==> config.mk <==
export PLATFORM = sky130hd
export DESIGN_NAME = ps2_kb_receiver
export DESIGN_NICKNAME = d
export VERILOG_FILES = /design/src/rtl/ps2_pkg.sv /design/src/rtl/ps2_line_filter.sv /design/src/rtl/ps2_kb_receiver.sv
export SDC_FILE = /design/constraint.sdc
export NUM_CORES = 1
export LEC_CHECK = 0
export BUFFER_PORTS_ARGS = -buffer_cell sky130_fd_sc_hd__buf_2
export CORE_MARGIN = 2
export CORE_UTILIZATION = 55
export CTS_BUF_LIST = sky130_fd_sc_hd__clkbuf_8
export DETAILED_ROUTE_END_ITERATION = 7
export PLACE_DENSITY = 0.73
export SYNTH_ARGS = -nofsm -noshare
export SYNTH_HDL_FRONTEND = slang
export SYNTH_SLANG_ARGS = --single-unit
export TNS_END_PERCENT = 10
==> constraint.sdc <==
create_clock -name clk -period 2.5 [get_ports clk]
set_input_delay 0.25 -clock clk [delete_from_list [all_inputs] [get_ports clk]]
set_output_delay 0.25 -clock clk [all_outputs]
set_load 0.005 [all_outputs]
==> src/rtl/ps2_pkg.sv <==
// PS/2 keyboard receiver shared definitions.
// Prefix bytes, common key codes, FSM state enum, parity helper.
package ps2_pkg;

  localparam logic [7:0] PS2_EXT   = 8'hE0;
  localparam logic [7:0] PS2_BRK   = 8'hF0;

  localparam logic [7:0] PS2_UP    = 8'h75;
  localparam logic [7:0] PS2_DOWN  = 8'h72;
  localparam logic [7:0] PS2_LEFT  = 8'h6B;
  localparam logic [7:0] PS2_RIGHT = 8'h74;
  localparam logic [7:0] PS2_1     = 8'h16;
  localparam logic [7:0] PS2_2     = 8'h1E;

  typedef enum logic [2:0] {
    IDLE,
    DATA,
    PARITY,
    STOP,
    DECODE
  } ps2_state_e;

  // Odd parity over data byte plus parity bit.
  function automatic logic odd_ok(
    input logic [7:0] b,
    input logic       p
  );
    return ^{b, p};
  endfunction

endpackage

==> src/rtl/ps2_line_filter.sv <==
// PS/2 pin conditioning: 2-flop synchronisers, clock glitch filter,
// falling-edge pulse. Ports: clk, reset, ps2_clk, ps2_data in;
// data_s (synchronised data), fall (1-cycle filtered clk 1->0) out.
module ps2_line_filter #(
  parameter int FILTER_LEN = 8
) (
  input  logic clk,
  input  logic reset,
  input  logic ps2_clk,
  input  logic ps2_data,
  output logic data_s,
  output logic fall
);

  localparam int FW = $clog2(FILTER_LEN + 1);
  localparam logic [FW-1:0] CNT_LAST = FW'(FILTER_LEN - 1);

  logic [1:0]    r_clk_sync;
  logic [1:0]    r_dat_sync;
  logic          r_clk_f;
  logic [FW-1:0] r_cnt;
  logic          r_fall;
  logic          w_clk_s;

  assign w_clk_s = r_clk_sync[1];
  assign data_s  = r_dat_sync[1];
  assign fall    = r_fall;

  // The filtered level flips on the FILTER_LEN-th consecutive
  // sample that disagrees with it; any agreeing sample restarts.
  always_ff @(posedge clk or posedge reset) begin
    if (reset) begin
      r_clk_sync <= 2'b11;
      r_dat_sync <= 2'b11;
      r_clk_f    <= 1'b1;
      r_cnt      <= '0;
      r_fall     <= 1'b0;
    end else begin
      r_clk_sync <= {r_clk_sync[0], ps2_clk};
      r_dat_sync <= {r_dat_sync[0], ps2_data};
      r_fall     <= 1'b0;
      if (w_clk_s == r_clk_f) begin
        r_cnt <= '0;
      end else if (r_cnt == CNT_LAST) begin
        r_clk_f <= w_clk_s;
        r_cnt   <= '0;
        r_fall  <= ~w_clk_s;
      end else begin
        r_cnt <= r_cnt + 1'b1;
      end
    end
  end

endmodule

==> src/rtl/ps2_kb_receiver.sv <==
// PS/2 keyboard receiver: frame FSM, parity/stop check, timeout,
// E0/F0 prefix stripping. Ports: clk, reset, ps2_clk, ps2_data in;
// NewKB strobe, KB_DAT[7:0], KB_EXT, frame_err strobe out.
module ps2_kb_receiver
  import ps2_pkg::*;
#(
  parameter int FILTER_LEN     = 8,
  parameter int TIMEOUT_CYCLES = 100000
) (
  input  logic       clk,
  input  logic       reset,
  input  logic       ps2_clk,
  input  logic       ps2_data,
  output logic       NewKB,
  output logic [7:0] KB_DAT,
  output logic       KB_EXT,
  output logic       frame_err
);

  localparam int CW = $clog2(TIMEOUT_CYCLES + 1);
  localparam logic [CW-1:0] TO_MAX = CW'(TIMEOUT_CYCLES);

  logic       w_data;
  logic       w_fall;

  ps2_state_e r_state;
  ps2_state_e w_next;

  logic [7:0]    r_shift;
  logic [2:0]    r_bits;
  logic          r_par;
  logic          r_ext;
  logic          r_brk;
  logic [CW-1:0] r_to;

  logic w_timeout;
  logic w_adv;
  logic w_stop_ok;
  logic w_err;
  logic w_is_ext;
  logic w_is_brk;
  logic w_make;
  logic w_rel;

  ps2_line_filter #(
    .FILTER_LEN(FILTER_LEN)
  ) u_filt (
    .clk      (clk),
    .reset    (reset),
    .ps2_clk  (ps2_clk),
    .ps2_data (ps2_data),
    .data_s   (w_data),
    .fall     (w_fall)
  );

  // Timeout wins over a coincident fall: that edge is dropped.
  assign w_timeout = (r_state != IDLE) && (r_to == TO_MAX);
  assign w_adv     = w_fall && !w_timeout;
  assign w_stop_ok = w_data && odd_ok(r_shift, r_par);

  always_ff @(posedge clk or posedge reset) begin
    if (reset) r_state <= IDLE;
    else       r_state <= w_next;
  end

  always_comb begin
    w_next = r_state;
    if (w_timeout) begin
      w_next = IDLE;
    end else begin
      unique case (r_state)
        IDLE:    if (w_fall && !w_data) w_next = DATA;
        DATA:    if (w_fall && r_bits == 3'd7) w_next = PARITY;
        PARITY:  if (w_fall) w_next = STOP;
        STOP:    if (w_fall) w_next = w_stop_ok ? DECODE : IDLE;
        DECODE:  w_next = IDLE;
        default: w_next = IDLE;
      endcase
    end
  end

  always_comb begin
    w_err    = w_timeout ||
               (r_state == STOP && w_fall && !w_stop_ok);
    w_is_ext = (r_state == DECODE) && (r_shift == PS2_EXT);
    w_is_brk = (r_state == DECODE) && (r_shift == PS2_BRK);
    w_make   = (r_state == DECODE) && !w_is_ext &&
               !w_is_brk && !r_brk;
    w_rel    = (r_state == DECODE) && !w_is_ext &&
               !w_is_brk && r_brk;
  end

  always_ff @(posedge clk or posedge reset) begin
    if (reset) begin
      r_shift <= '0;
      r_bits  <= '0;
      r_par   <= 1'b0;
    end else if (w_adv) begin
      if (r_state == IDLE) r_bits <= '0;
      if (r_state == DATA) begin
        r_shift <= {w_data, r_shift[7:1]};
        r_bits  <= r_bits + 1'b1;
      end
      if (r_state == PARITY) r_par <= w_data;
    end
  end

  always_ff @(posedge clk or posedge reset) begin
    if (reset) begin
      r_to <= '0;
    end else if (r_state == IDLE || w_fall) begin
      r_to <= '0;
    end else if (r_to != TO_MAX) begin
      r_to <= r_to + 1'b1;
    end
  end

  // A failed frame drops pending prefixes so the next byte
  // cannot inherit them.
  always_ff @(posedge clk or posedge reset) begin
    if (reset) begin
      r_ext <= 1'b0;
      r_brk <= 1'b0;
    end else if (w_err || w_rel) begin
      r_ext <= 1'b0;
      r_brk <= 1'b0;
    end else if (w_is_ext) begin
      r_ext <= 1'b1;
    end else if (w_is_brk) begin
      r_brk <= 1'b1;
    end else if (w_make) begin
      r_ext <= 1'b0;
    end
  end

  always_ff @(posedge clk or posedge reset) begin
    if (reset) begin
      NewKB     <= 1'b0;
      KB_DAT    <= 8'h00;
      KB_EXT    <= 1'b0;
      frame_err <= 1'b0;
    end else begin
      NewKB     <= w_make;
      frame_err <= w_err;
      if (w_make) begin
        KB_DAT <= r_shift;
        KB_EXT <= r_ext;
      end
    end
  end

endmodule
==> results.ini, run 1 <==
[timing]
layout_min_cycle_time_ns=2.35
tightestPinTransition_ns=0.520
fmax_mhz=426
finalHoldViolCount=0
skew_ns=0.0101
rsz0062_at_grt=false
slew-limit-headroom_pct=65.3
fin_crit_sh_pct=93.8
fin_setup_tns_ns=0
setup_viol=0
maxSlewViolCount=0

[cts]
ctsResizeCount=0
htree_levels=2
cts_setup_buffers=0
cts_tree=yes
clkTransAtPathRegs_ns=0.10
cts_made_buffers=5
cts_max_path_buffers=2
cts-root-buf=clkbuf_8
insertion_delay_ns=0.31
numClockSinks=55
cts_hold_buf=1

[route]
firstDrtPassIters=4
viasPerCell=5.74
wl_um=4260
wl_per_cell_um=14.4
ant_nets=0
drc=0
vias=1699
drtIter0Drc=91

[power_and_ir_drop]
internal-power_uw=1170
p_per_area_mw_per_mm2=549
vdd_ir_drop_max_mv=0.313
sw_frac_of_total_pct=23.4
power.clock.fraction_pct=32.1
combinationalPowerShare_pct=5.6
p_leak_uw=0.00123
switchingPower_uw=357
p_seq_share_pct=62.2

[synthesis]
syn_avg_cell_area_um2=11.4
synth_area_mm2=0.00253
synth.distinct_cells=36
synth_nets=232
synth_seq_cells=55
yosysWarnings=0
yosysSeqAreaShare_pct=54.6
synthCells=223

[final_layout]
n_antenna_cell=0
nets=252
drive_gt1_share_pct=23.0
area_growth_pct=9.69
final_cells=296
fill_cells=353
final_util_pct=63.3

[critical_path]
regToRegSetupSlack_ns=0.15
worst-path-buf-inv=0
crit_path_start_kind=flip-flop
rr_endpoint=r_shift[5]
crit_path_cell_trace=or4_4 > or4_1 > nand3_4 > mux2_2
crit_arrival_ns=2.55
critical_path_required_ns=2.70
crit_fanout=10
cp_slowest_cell=or4_1
crit_type=reg -> reg
critical-path-max-stage-delay_ns=0.67
crit_family=simple AND/OR/NAND/NOR gates
critPathCaptureType=flip-flop
r2r-start=r_to[3]
ff2ff_path_depth=4

[floorplanning]
coreArea_mm2=0.00438
dieWidth_um=71.8
row_count=24
io_pins=15
start_util_pct=57.7
dieHeight_um=71.8
fp.dieArea_mm2=0.00516

[grt]
grt_max_degree=26
antenna_found_initial=0
grt_pass1_vias=1675
grt_usage_pct=18.3
grt_pass1_wl_um=7450
gr-total-overflow=0

[placement]
dp_cells=287
hpwl_um=3110
portBuffers=14
gp_congestion=0.799

[run]
max-cap-violations=0

[outcome]
run_status=finished, final reports clean

[worst_hold_path]
holdCritStartpoint=ps2_data
hold_end=u_filt.r_dat_sync[0]
whs_path_depth=1
hp-class=in -> reg

-- layout make-up --
cell class | instances | area [um2] | share of cell area (%)
Sequential cell | 55 | 1380 | 49.8
Multi-Input combinational cell | 152 | 1090 | 39.2
Timing Repair Buffer | 19 | 110 | 3.97
Clock buffer | 5 | 68.8 | 2.48
Tap cell | 52 | 65.1 | 2.34
Inverter | 10 | 37.5 | 1.35
Clock inverter | 3 | 25.0 | 0.901
-- cells in the mapped netlist, drive strengths merged --
master	count	area, um2
a21oi	12	60.1
a31oi	2	12.5
and2	2	12.5
buf	1	5.00
clkbuf	5	18.8
dfrtp	50	1250
dfstp	5	131
ha	5	62.6
inv	10	37.5
mux2	20	225
mux2i	1	10.0
nand2	11	41.3
nand2b	1	6.26
nand3	10	62.6
nand3b	2	15.0
nand4	2	12.5
nand4b	3	26.3
nor2	19	71.3
nor2b	2	12.5
nor3	6	30.0
nor3b	2	15.0
nor4	6	43.8
nor4b	1	8.76
o211ai	1	7.51
o21ai	10	50.1
o22ai	1	6.26
or2	1	6.26
or3	9	56.3
or4	4	33.8
or4bb	2	22.5
xnor2	12	105
xnor3	2	45.0
xor2	3	26.3
-- layer usage --
metal / part of all wire, % / up-vias / GRT usage (%)
li1: - / 828 / -
met1: 47 / 833 / 23.7
met2: 49 / 30 / 29.9
met3: 2.6 / 8 / 4.22
met4: 1.2 / 0 / 7.13
met5: 0 / - / 0
-- worst max-delay path by stage --
stage	start	end	slack, ns	cells past startpoint
final	r_to[3]	r_shift[5]	0.15	4
after global routing	r_to[3]	r_shift[5]	0.08	4
after CTS	r_to[3]	r_shift[5]	0.15	4
after detailed placement	r_to[3]	r_shift[5]	0.16	4
after global placement	r_to[3]	r_shift[2]	0.21	4
after floorplan	r_to[3]	r_shift[0]	0.30	5
-- registers in the layout, summed over array words and instances (netlist names), 2 cells and up --
signal and flops:
r_to 17, u_filt.r_cnt 4, KB_DAT 8, r_bits 3, u_filt.r_dat_sync 2, r_shift 8, r_state 3, u_filt.r_clk_sync 2
-- cells by family (layout without fill, tap and decap cells) --
family          Yosys count  count (layout)  synth area share (%)
simple gates             83              83                  18.8
flops                    55              55                  54.6
buf+inv                  16              37                  2.42
fa+ha+maj                 5               5                  2.47
compound gates           26              26                  5.39
mux                      21              21                  9.29
xor+xnor                 17              17                  6.97
-- through the flow --
stage / power, uW / hold slack [ns] / cell area [um2] / setup slack [ns]
3_5_place_dp: 1050 / 0.321 / 2670 / 0.162
6_report: 1520 / 0.0353 / 2780 / 0.155
4_1_cts: 1560 / 0.0179 / 2780 / 0.147
3_3_place_gp: 1050 / 0.312 / 2670 / 0.208
2_1_floorplan: 1030 / 0.254 / 2530 / 0.303
5_1_grt: 1590 / 0.0167 / 2780 / 0.0758
-- power groups by stage --
stage	sequential [uW]	clock [uW]	combinational [uW]
final	949	490	86.0
after global routing	955	536	101
after CTS	949	518	88.8
after detailed placement	966	0	87.2
after global placement	965	0	84.5
after floorplan	960	0	69.6
-- layout by cell type (no fill, tap or decap), types with 6 or more instances in the layout --
cell type / count
or3_1: 9
xnor2_1: 12
nand2_1: 11
mux2_2: 20
nand3_1: 9
nor3_1: 6
a21oi_1: 12
nor2_1: 19
o21ai_0: 10
inv_1: 9
buf_2: 14
dfrtp_1: 50
Note: power is estimated with default switching activity, not from simulation.
==> run 2, diff against run 1 <==
ABC_AREA = 1   (was unset)
==> run 2 against run 1 <==
Effect of this change:
- final area grew 4.2%
- sequential power up 14%
- global-route usage grew 1.8 points
- largest cell class unchanged
==> results.ini, run 2 <==
[critical_path]
crit_start=r_to[0]
crit_arrival_ns=2.01
critPathCaptureType=flip-flop
crit_type=reg -> reg
crit_fanout=19
r2r-start=r_to[0]
critical_path_required_ns=2.71
crit_path_start_kind=flip-flop

[route]
vias=1972
firstDrtPassIters=5
wl_um=4650
drtIter0Drc=109
wl_per_cell_um=12.4
drc=0
viasPerCell=5.26
ant_nets=0

[synthesis]
synthMuxAreaShare_pct=0
syn_avg_cell_area_um2=8.84
synth_simple_gate_area_share_pct=23.7
synth_xor_area_share_pct=1.64
synth_common_cells=66 x nand2_1, 50 x dfrtp_1, 41 x inv_1
synth_most_common_cell=nand2_1
synthCells=302
synth_top_family_by_area=simple AND/OR/NAND/NOR gates
synth_top_cell_area_share_pct=46.9
yosysSeqAreaShare_pct=51.8
synth_area_mm2=0.00267
synth_edf_count=0
synth_area_leaders=dfrtp_1 47%, nand2_1 9.3%, inv_1 5.8%, o21ai_2 5.6%, dfstp_2 4.9%
synth.distinct_cells=32
synth_fa_ha_area_share_pct=2.34
synth_seq_cells=55
netlist.top_cell.by_area=dfrtp_1
synth_nets=311
async_flop_share_pct=100
ys.flop_type=dfrtp_1
yosysWarnings=0
synth_compound_area_share_pct=12.6

[power_and_ir_drop]
internal-power_uw=1430
vdd_ir_drop_max_mv=0.509
p_seq_share_pct=53.1
p_per_area_mw_per_mm2=702
combinationalPowerShare_pct=17.0
p_leak_uw=0.00145
switchingPower_uw=597
power.clock.fraction_pct=29.9
sw_frac_of_total_pct=29.4

[final_layout]
fill_cells=391
n_antenna_cell=0
mostFrequentLayoutCell=nand2_1
mostFrequentLayoutCells=66 x nand2_1, 50 x dfrtp_1, 40 x inv_1
area_growth_pct=8.34
nets=329
final_cells=375
reg_top3=r_to: 17 flops, KB_DAT: 8 flops, r_shift: 8 flops
drive_gt1_share_pct=19.6
largest-register=r_to
final_util_pct=61.7
largest_register_ffs=17

[cts]
cts_made_buffers=5
cts_tree=yes
insertion_delay_ns=0.31
numClockSinks=55
cts_max_path_buffers=2
cts_hold_buf=0
cts_setup_buffers=0
ctsResizeCount=0
clkTransAtPathRegs_ns=0.09
cts-root-buf=clkbuf_8
htree_levels=2

[timing]
layout_min_cycle_time_ns=1.80
fin_crit_sh_pct=72.0
finalWorstSetupSlack_ns=0.699
rsz0062_at_grt=false
skew_ns=0.0123
setup_viol=0
slew-limit-headroom_pct=44.7
tightestPinTransition_ns=0.828
maxSlewViolCount=0
finalHoldViolCount=0
fin_setup_tns_ns=0
fmax_mhz=555

[placement]
gp_congestion=0.834
dp_cells=367
place_ws_ns=0.708
hpwl_um=3390
portBuffers=14

[grt]
grt_pass1_wl_um=8470
grt_max_degree=41
grt_pass1_vias=1937
grt_usage_pct=20.1
antenna_found_initial=0
gr-total-overflow=0

[floorplanning]
dieHeight_um=73.7
fp.dieArea_mm2=0.00543
io_pins=15
dieWidth_um=73.7
start_util_pct=56.9
coreArea_mm2=0.00469
row_count=25

[worst_hold_path]
holdCritStartpoint=ps2_clk
hp-class=in -> reg

[run]
max-cap-violations=0

[outcome]
run_status=finished, final reports clean

[run 2: stage by stage]
stage          total power [uW]  instance area [um2]  hold WS (ns)
3_3_place_gp               1420                 2780         0.346
3_5_place_dp               1440                 2780         0.351
4_1_cts                    2050                 2890        0.0176
5_1_grt                    2160                 2890        0.0160
2_1_floorplan              1350                 2670         0.254
6_report                   2030                 2890        0.0318
[run 2: power by group through the flow]
stage          clock [uW]  sequential (uW)  combinational, uW
2_1_floorplan           0             1070                284
4_1_cts               623             1080                347
5_1_grt               660             1090                411
3_5_place_dp            0             1090                343
6_report              608             1080                344
3_3_place_gp            0             1090                336
[run 2: final timing paths]
kind                                         to  slack (ns)  cells after the start
setup / recovery                     r_shift[6]        0.70                      8
hold / removal             u_filt.r_clk_sync[0]        0.03                      1
setup reg to reg                     r_shift[6]        0.70                      8
hold reg to reg            u_filt.r_dat_sync[1]        0.36                      0
max in group asynchronous            r_shift[7]        1.77                      3
min in group asynchronous              r_to[16]        0.10                      2
[run 2: metal layers]
layer  GRT usage, %  part of all wire, %  up-vias  routed length (um)
met5              0                    0        -                   0
met4           6.67                  1.1        0                  50
met3           4.94                  3.8        4                 175
met2           30.3                   45       30                2110
met1           28.4                   50      923                2320
li1               -                    -     1015                   -
[run 2: cell type report]
cell class,count,area [um2],share of cell area [%]
Tap cell,54,67.6,2.34
Sequential cell,55,1380,47.8
Multi-Input combinational cell,198,1070,37.2
Clock inverter,2,35.0,1.21
Inverter,44,165,5.71
Clock buffer,6,82.6,2.85
Timing Repair Buffer,16,85.1,2.94
[run 2: worst max-delay path, cell delays in order, from the launching register on]
cell and delay (ns):
dfrtp_1 0.44, inv_1 0.08, ha_1 0.14, nand4_1 0.11
nor3_1 0.19, nand4_2 0.24, nand3_4 0.28, nand2_1 0.09
o21ai_0 0.12
[run 2: logic make-up (layout without fill, tap and decap cells)]
family                   Yosys count  in the layout
adder cells (fa/ha/maj)            5              5
flip-flops                        55             55
AO/OA/AOI/OAI                     52             52
XOR/XNOR                           5              5
AND/OR/NAND/NOR                  136            136
buffers and inverters             49             68
